## config.mk

```make
export PLATFORM = sky130hd
export DESIGN_NAME = axis_byte_packer
export DESIGN_NICKNAME = d
export VERILOG_FILES = /design/src/rtl/axis_byte_packer.sv
export SDC_FILE = /design/constraint.sdc
export NUM_CORES = 1
export LEC_CHECK = 0
export ABC_AREA = 1
export BUFFER_PORTS_ARGS = -buffer_cell sky130_fd_sc_hd__buf_4
export CAP_MARGIN = 15
export CORE_ASPECT_RATIO = 0.7
export CORE_MARGIN = 3
export CORE_UTILIZATION = 45
export DETAILED_ROUTE_END_ITERATION = 7
export SLEW_MARGIN = 40
export SYNTH_ARGS = -nofsm -noshare
export SYNTH_HDL_FRONTEND = slang
export SYNTH_SLANG_ARGS = --single-unit
```

## constraint.sdc

```tcl
create_clock -name i_clk -period 2.6 [get_ports i_clk]
set_input_delay 0.26 -clock i_clk [delete_from_list [all_inputs] [get_ports i_clk]]
set_output_delay 0.26 -clock i_clk [all_outputs]
set_load 0.03 [all_outputs]
```

## src/rtl/axis_byte_packer.sv

```systemverilog
// Packs processor byte writes into 16-bit words with a per-packet last flag.
// Words pass through a word FIFO that drives an AXI4-Stream master port.
module axis_byte_packer #(
  parameter int FIFO_DEPTH = 16
) (
  input  logic        i_clk,
  input  logic        i_rst,
  input  logic [7:0]  i_data,
  input  logic        i_wr,
  input  logic        i_last,
  input  logic        i_clr_err,
  output logic        o_full,
  output logic        o_empty,
  output logic        o_overflow,
  output logic        m_axis_tvalid,
  input  logic        m_axis_tready,
  output logic        m_axis_tlast,
  output logic [15:0] m_axis_tdata
);

  localparam int AW = (FIFO_DEPTH > 1) ? $clog2(FIFO_DEPTH) : 1;
  localparam int CW = AW + 1;
  localparam logic [CW-1:0] CNT_ONE  = CW'(1);
  localparam logic [CW-1:0] CNT_FULL = CW'(FIFO_DEPTH);
  localparam logic [AW-1:0] PTR_ONE  = AW'(1);

  logic [16:0]   mem_q [FIFO_DEPTH];
  logic [AW-1:0] wr_ptr_q, wr_ptr_d;
  logic [AW-1:0] rd_ptr_q, rd_ptr_d;
  logic [CW-1:0] count_q, count_d;
  logic [7:0]    hold_byte_q, hold_byte_d;
  logic          hold_valid_q, hold_valid_d;
  logic          overflow_q, overflow_d;

  logic          push_req;
  logic          push_ok;
  logic          drop;
  logic          pop;
  logic [16:0]   push_word;
  logic [16:0]   rd_entry;

  assign rd_entry      = mem_q[rd_ptr_q];
  assign m_axis_tvalid = (count_q != '0);
  // Data is forced to zero while nothing is buffered so reset shows a clean bus.
  assign m_axis_tdata  = m_axis_tvalid ? rd_entry[15:0] : 16'h0000;
  assign m_axis_tlast  = m_axis_tvalid & rd_entry[16];
  assign o_full        = (count_q == CNT_FULL);
  assign o_empty       = (count_q == '0) & ~hold_valid_q;
  assign o_overflow    = overflow_q;

  always_comb begin
    pop       = m_axis_tvalid & m_axis_tready;
    push_req  = i_wr & (hold_valid_q | i_last);
    push_word = hold_valid_q ? {i_last, i_data, hold_byte_q} : {1'b1, 8'h00, i_data};
    // A full FIFO still takes a word when the head leaves in the same cycle.
    push_ok   = push_req & ((count_q != CNT_FULL) | pop);
    drop      = push_req & ~push_ok;

    hold_byte_d  = hold_byte_q;
    hold_valid_d = hold_valid_q;
    if (i_wr) begin
      if (hold_valid_q) begin
        hold_valid_d = 1'b0;
      end else if (!i_last) begin
        hold_byte_d  = i_data;
        hold_valid_d = 1'b1;
      end
    end

    overflow_d = overflow_q;
    if (drop) begin
      overflow_d = 1'b1;
    end else if (i_clr_err) begin
      overflow_d = 1'b0;
    end

    wr_ptr_d = push_ok ? (wr_ptr_q + PTR_ONE) : wr_ptr_q;
    rd_ptr_d = pop ? (rd_ptr_q + PTR_ONE) : rd_ptr_q;

    unique case ({push_ok, pop})
      2'b10:   count_d = count_q + CNT_ONE;
      2'b01:   count_d = count_q - CNT_ONE;
      default: count_d = count_q;
    endcase
  end

  always_ff @(posedge i_clk) begin
    if (i_rst) begin
      wr_ptr_q     <= '0;
      rd_ptr_q     <= '0;
      count_q      <= '0;
      hold_byte_q  <= 8'h00;
      hold_valid_q <= 1'b0;
      overflow_q   <= 1'b0;
    end else begin
      wr_ptr_q     <= wr_ptr_d;
      rd_ptr_q     <= rd_ptr_d;
      count_q      <= count_d;
      hold_byte_q  <= hold_byte_d;
      hold_valid_q <= hold_valid_d;
      overflow_q   <= overflow_d;
    end
  end

  // Storage needs no reset: entries are only visible once count covers them.
  always_ff @(posedge i_clk) begin
    if (push_ok && !i_rst) begin
      mem_q[wr_ptr_q] <= push_word;
    end
  end

endmodule

```

# ---- Word-level counts from Yosys, hierarchy flattened
# Memory sizes are Yosys's and may differ from the RTL's. A register that Yosys moved wholly into a read port is not among the register bits.
# Cells that the tools add are included.
dict set report word_totals {
  reg_bits 23
  mem_bits_rw 272
  in_bits 14
  n_memories 1
}
dict set report op_classes {
  n_addsub 4
  eq_ne 4
  muxes 11
  bitwise 11
  n_reduce_logical 7
}
# name depth width read_ports rd_ports_with_merged_regs wr line_no
set mem_list {}
lappend mem_list {mem_q 16 17 1 1 1 27} ;# logic [16:0] mem_q [FIFO_DEPTH];
# operator count
set op_table {}
lappend op_table {{$mux W17} 1}
lappend op_table {{$mux W16} 1}
lappend op_table {{$pmux W5 S2} 1}
lappend op_table {{$add A4 B1 Y4 const B} 2}
lappend op_table {{$mux W4} 2}
lappend op_table {{$and A1 B1 Y1} 6}
lappend op_table {{$mux W1} 6}
lappend op_table {{$add A5 B1 Y5 const B} 1}
lappend op_table {{$eq A5 B5 Y1 const B} 1}
lappend op_table {{$logic_not A5 Y1} 1}
lappend op_table {{$ne A5 B5 Y1 const B} 1}
lappend op_table {{$reduce_bool A5 Y1} 1}
lappend op_table {{$sub A5 B1 Y5 const B} 1}
lappend op_table {{$reduce_bool A2 Y1} 2}
lappend op_table {{$not A1 Y1} 3}
lappend op_table {{$reduce_and A3 Y1} 1}
lappend op_table {{$eq A2 B1 Y1 const B} 1}
lappend op_table {{$eq A2 B2 Y1 const B} 1}
lappend op_table {{$or A1 B1 Y1} 2}
lappend op_table {{$logic_and A1 B1 Y1} 1}
lappend op_table {{$logic_not A1 Y1} 1}

# ---- Longest topological paths before layout
dict set report depth {
  word_depth 7
  depth_mapped 13
  ltp_nobuf 13
}

# ---- Least setup slack after synthesis
# Ideal clock, no wire load.
dict set report synth_path {
  kind {flip-flop to flip-flop}
  startpoint {reg count_q[0]}
  endpoint {mem mem_q[11][0] (enable)}
  arrival_ps 1951
  t_required_ps 2210
  setup_slack_ps 258
  path_stages_with_launch 7
  synth_period_minus_slack_ps 2342
  path_cell_list {dfxtp_1 > nor2_2 > nand3_1 > inv_1 > a21oi_2 > nand2_1 > nor2_1}
}
dict set report synth_via {
  elab_chain_cells 7
  elab_cells_between_ends 8
}
# item line_no
set synth_lines {}
lappend synth_lines {{from (decl)} 30} ;# logic [CW-1:0] count_q, count_d;
lappend synth_lines {{from (signal assigned)} 98} ;# count_q <= count_d;
lappend synth_lines {{$reduce_bool A5 Y1} 43} ;# assign m_axis_tvalid = (count_q != '0);
lappend synth_lines {{$and A1 B1 Y1} 52} ;# pop = m_axis_tvalid & m_axis_tready;
lappend synth_lines {{$or A1 B1 Y1 (*)} 56} ;# push_ok = push_req & ((count_q != CNT_FULL) | pop);
lappend synth_lines {{$and A1 B1 Y1 (*)} 56}
lappend synth_lines {{$logic_and A1 B1 Y1 (*)} 107} ;# if (push_ok && !i_rst) begin
lappend synth_lines {{$mux W1 (*)} 107}
lappend synth_lines {{$mux W1 (not written as such) (*)} 108} ;# mem_q[wr_ptr_q] <= push_word;
lappend synth_lines {{to (decl)} 27}
# Every way passes the cells marked *; elsewhere a longest branch is shown, timed or not.

==> reports/results.ini <==
[min_path]
min-delay-path-class = in2reg

[clock_tree]
cts_max_level = 1
clock-sinks = 299
clockBufferDepth = 3
cts_root_buffer = clkbuf_16
clkTransAtPathRegs_ns = 0.06
cts_tree = done
cts-buffers-inserted = 28
clk_latency_ns = 0.55

[synth]
synth_fp_nets = 1115
ys_seq_elements = 299
ys_types = 28
syn_area_per_cell_um2 = 11.2
synth_area_um2 = 12300
yosysSeqAreaShare = 0.709
synthCells = 1092
synth_warnings = 0

[floorplan]
die_area_um2 = 29300
initial_core_util = 0.468
placementRows = 49
fp.dieH_um = 144
core_um2 = 26200
chipWidth_um = 203
ios = 35

[outcome]
outcome = complete, no violations

[cells_and_area]
final_cells = 1531
num-nets-final = 1178
area_growth_pct = 16.3
final_cell_mix = nand2_1 (337), edfxtp_1 (272), nand3_1 (150)
antenna_cells = 0
final_common_cell = nand2_1
post_route_cells_drive_above_1_share = 0.138
final_core_util = 0.544
fillers = 2282

[worst_setup_path]
cp.required_ns = 2.34
end_kind = primary output
path_class = reg2out
ff2ff_path_depth = 13
worstPathMaxFanout = 43
r2r_setup_slack_ns = 0.42
reg2reg_from = count_q[1]
crit_path_end = m_axis_tdata[10]
start_kind = flop
crit_arrival_ns = 2.25
r2r_end = count_q[4]

[place]
place_hpwl_um = 18100
gp_congestion = 0.794
io_buffers = 34
dp.cells = 1468

[global_route]
antenna_found_initial = 0
grt_usage = 0.211
grt_pass1_vias = 7699
grt_max_degree = 94
overflow = 0
grt_pass1_wl_um = 46900

[drt]
drcViolationCount = 0
routed_wl_um = 31200
dr.first_iter.drc_count = 826
routed_via_density = 5.37
detail-route-antenna-nets = 0
wl_per_cell_um = 20.4
via_count = 8218
first_pass_iters = 7

[timing]
worstMarginPinSlew_ns = 0.679
period_share = 0.964
timing.final.crit_period_ns = 2.51
slew_violations = 0
fmax_mhz = 399
setup_viol = 0
fin_worst_skew_ns = 0.00755
hold_viol_final = 0
relSlewSlack = 0.546
rsz0062_at_grt = true

[run]
maxCapViolations = 0

[power]
ir_drop_mv = 0.556
power_density_nw_per_um2 = 959
p_leak_nw = 5.31

[registers in the layout, summed over array words and instances, names as in the netlist, named ones only]
name and cells:
hold_byte_q 8, count_q 5, o_overflow 1, hold_valid_q 1
rd_ptr_q 4, mem_q 272, wr_ptr_q 4
[report_power, final]
part           switching, mW  leakage (nW)  internal [mW]
registers              0.107          2.71           5.36
logic                   2.97          2.20           1.42
clock network           1.71         0.401           2.13
[worst max-delay path: stages, from the launching register on]
cell     delay, ns
dfxtp_4       0.47
buf_12        0.25
nand2_1       0.07
nand3_1       0.08
nand2_1       0.08
a21oi_1       0.13
o31ai_1       0.11
a21oi_2       0.30
buf_6         0.19
[synth_stat cells]
cell type    n  area, um^2
inv_2        3        11.3
nand2_2      2        12.5
nor2_2       1        6.26
nand3_1    150         751
buf_4        5        37.5
buf_6        4        45.0
clkbuf_1    20        75.1
clkinv_1     3        11.3
dfxtp_1     27         541
nand4_1      2        12.5
buf_1        2        7.51
xnor2_1      2        17.5
or2_2        1        6.26
o31ai_1     17         128
edfxtp_1   272        8170
a21oi_2      1        8.76
ha_1         8         100
o21ai_0     34         170
inv_1       25        93.8
a21oi_1     62         310
fa_1         1        20.0
o21ai_1      1        5.00
nor2_1      81         304
inv_4        1        6.26
xor2_1       2        17.5
nand3_2      1        10.0
buf_2       27         135
nand2_1    337        1260
[what timing repair did]
| item | 4_1_cts | 5_1_grt |
|---|---|---|
| gates resized for setup | 11 | 16 |
| endpoints found under the setup margin | 16 | 17 |
| hold buffers | 6 | 0 |
| cloned | 0 | 3 |
| pin swaps | 0 | 1 |
| setup buffers | 0 | 5 |
| endpoints found under the hold margin | 9 | 0 |
[stage by stage]
stage / total power, mW / area [um^2] / hold WS (ns) / setup TNS, ns / worst slack, ns
detailed placement: 9.66 / 13200 / 0.457 / 0 / 0.461
global placement: 9.62 / 13200 / 0.451 / 0 / 0.493
floorplan: 8.20 / 12300 / 0.329 / 0 / 0.258
CTS: 13.5 / 14100 / 0.00599 / 0 / 0.000596
global route: 14.4 / 14300 / 0.0317 / -0.109 / -0.0314
finish: 13.7 / 14300 / 0.0180 / 0 / 0.0936
[final cells by class]
cell class / instances / area (um^2) / area share
timing repair buffer: 90 / 893 / 0.0626
sequential: 299 / 8710 / 0.610
clock inverter: 11 / 73.8 / 0.00517
clock buffer: 38 / 759 / 0.0532
timing repair inverter: 1 / 8.76 / 0.000613
tap: 357 / 447 / 0.0313
inverter: 32 / 136 / 0.00955
multi-input combinational: 703 / 3250 / 0.227
[routing by layer]
| metal | wire, um | GRT usage |
|---|---|---|
| met1 | 14900 | 0.314 |
| met2 | 13600 | 0.320 |
| met4 | 678 | 0.0510 |
| met3 | 2050 | 0.0457 |
| met5 | 0 | 0 |
[worst min-delay path by stage]
stage | from | endpoint | slack, ns | cells after the start
2_1_floorplan | i_rst | o_overflow | 0.33 | 1
3_3_place_gp | o_overflow | o_overflow | 0.45 | 2
3_5_place_dp | o_overflow | o_overflow | 0.46 | 2
4_1_cts | i_data[6] | hold_byte_q[6] | 0.006 | 3
5_1_grt | i_data[0] | hold_byte_q[0] | 0.03 | 3
6_report | i_data[0] | hold_byte_q[0] | 0.02 | 3
[logic make-up (layout without fill, tap and decap cells)]
logic type | after synthesis | count (layout) | share of synthesized area
AO/OA/AOI/OAI | 115 | 115 | 0.0507
XOR/XNOR | 4 | 4 | 0.00285
adder cells (fa/ha/maj) | 9 | 9 | 0.00979
buffers and inverters | 90 | 172 | 0.0345
flip-flops | 299 | 299 | 0.709
AND/OR/NAND/NOR | 575 | 575 | 0.193
Note: power is estimated with default switching activity, not from simulation.
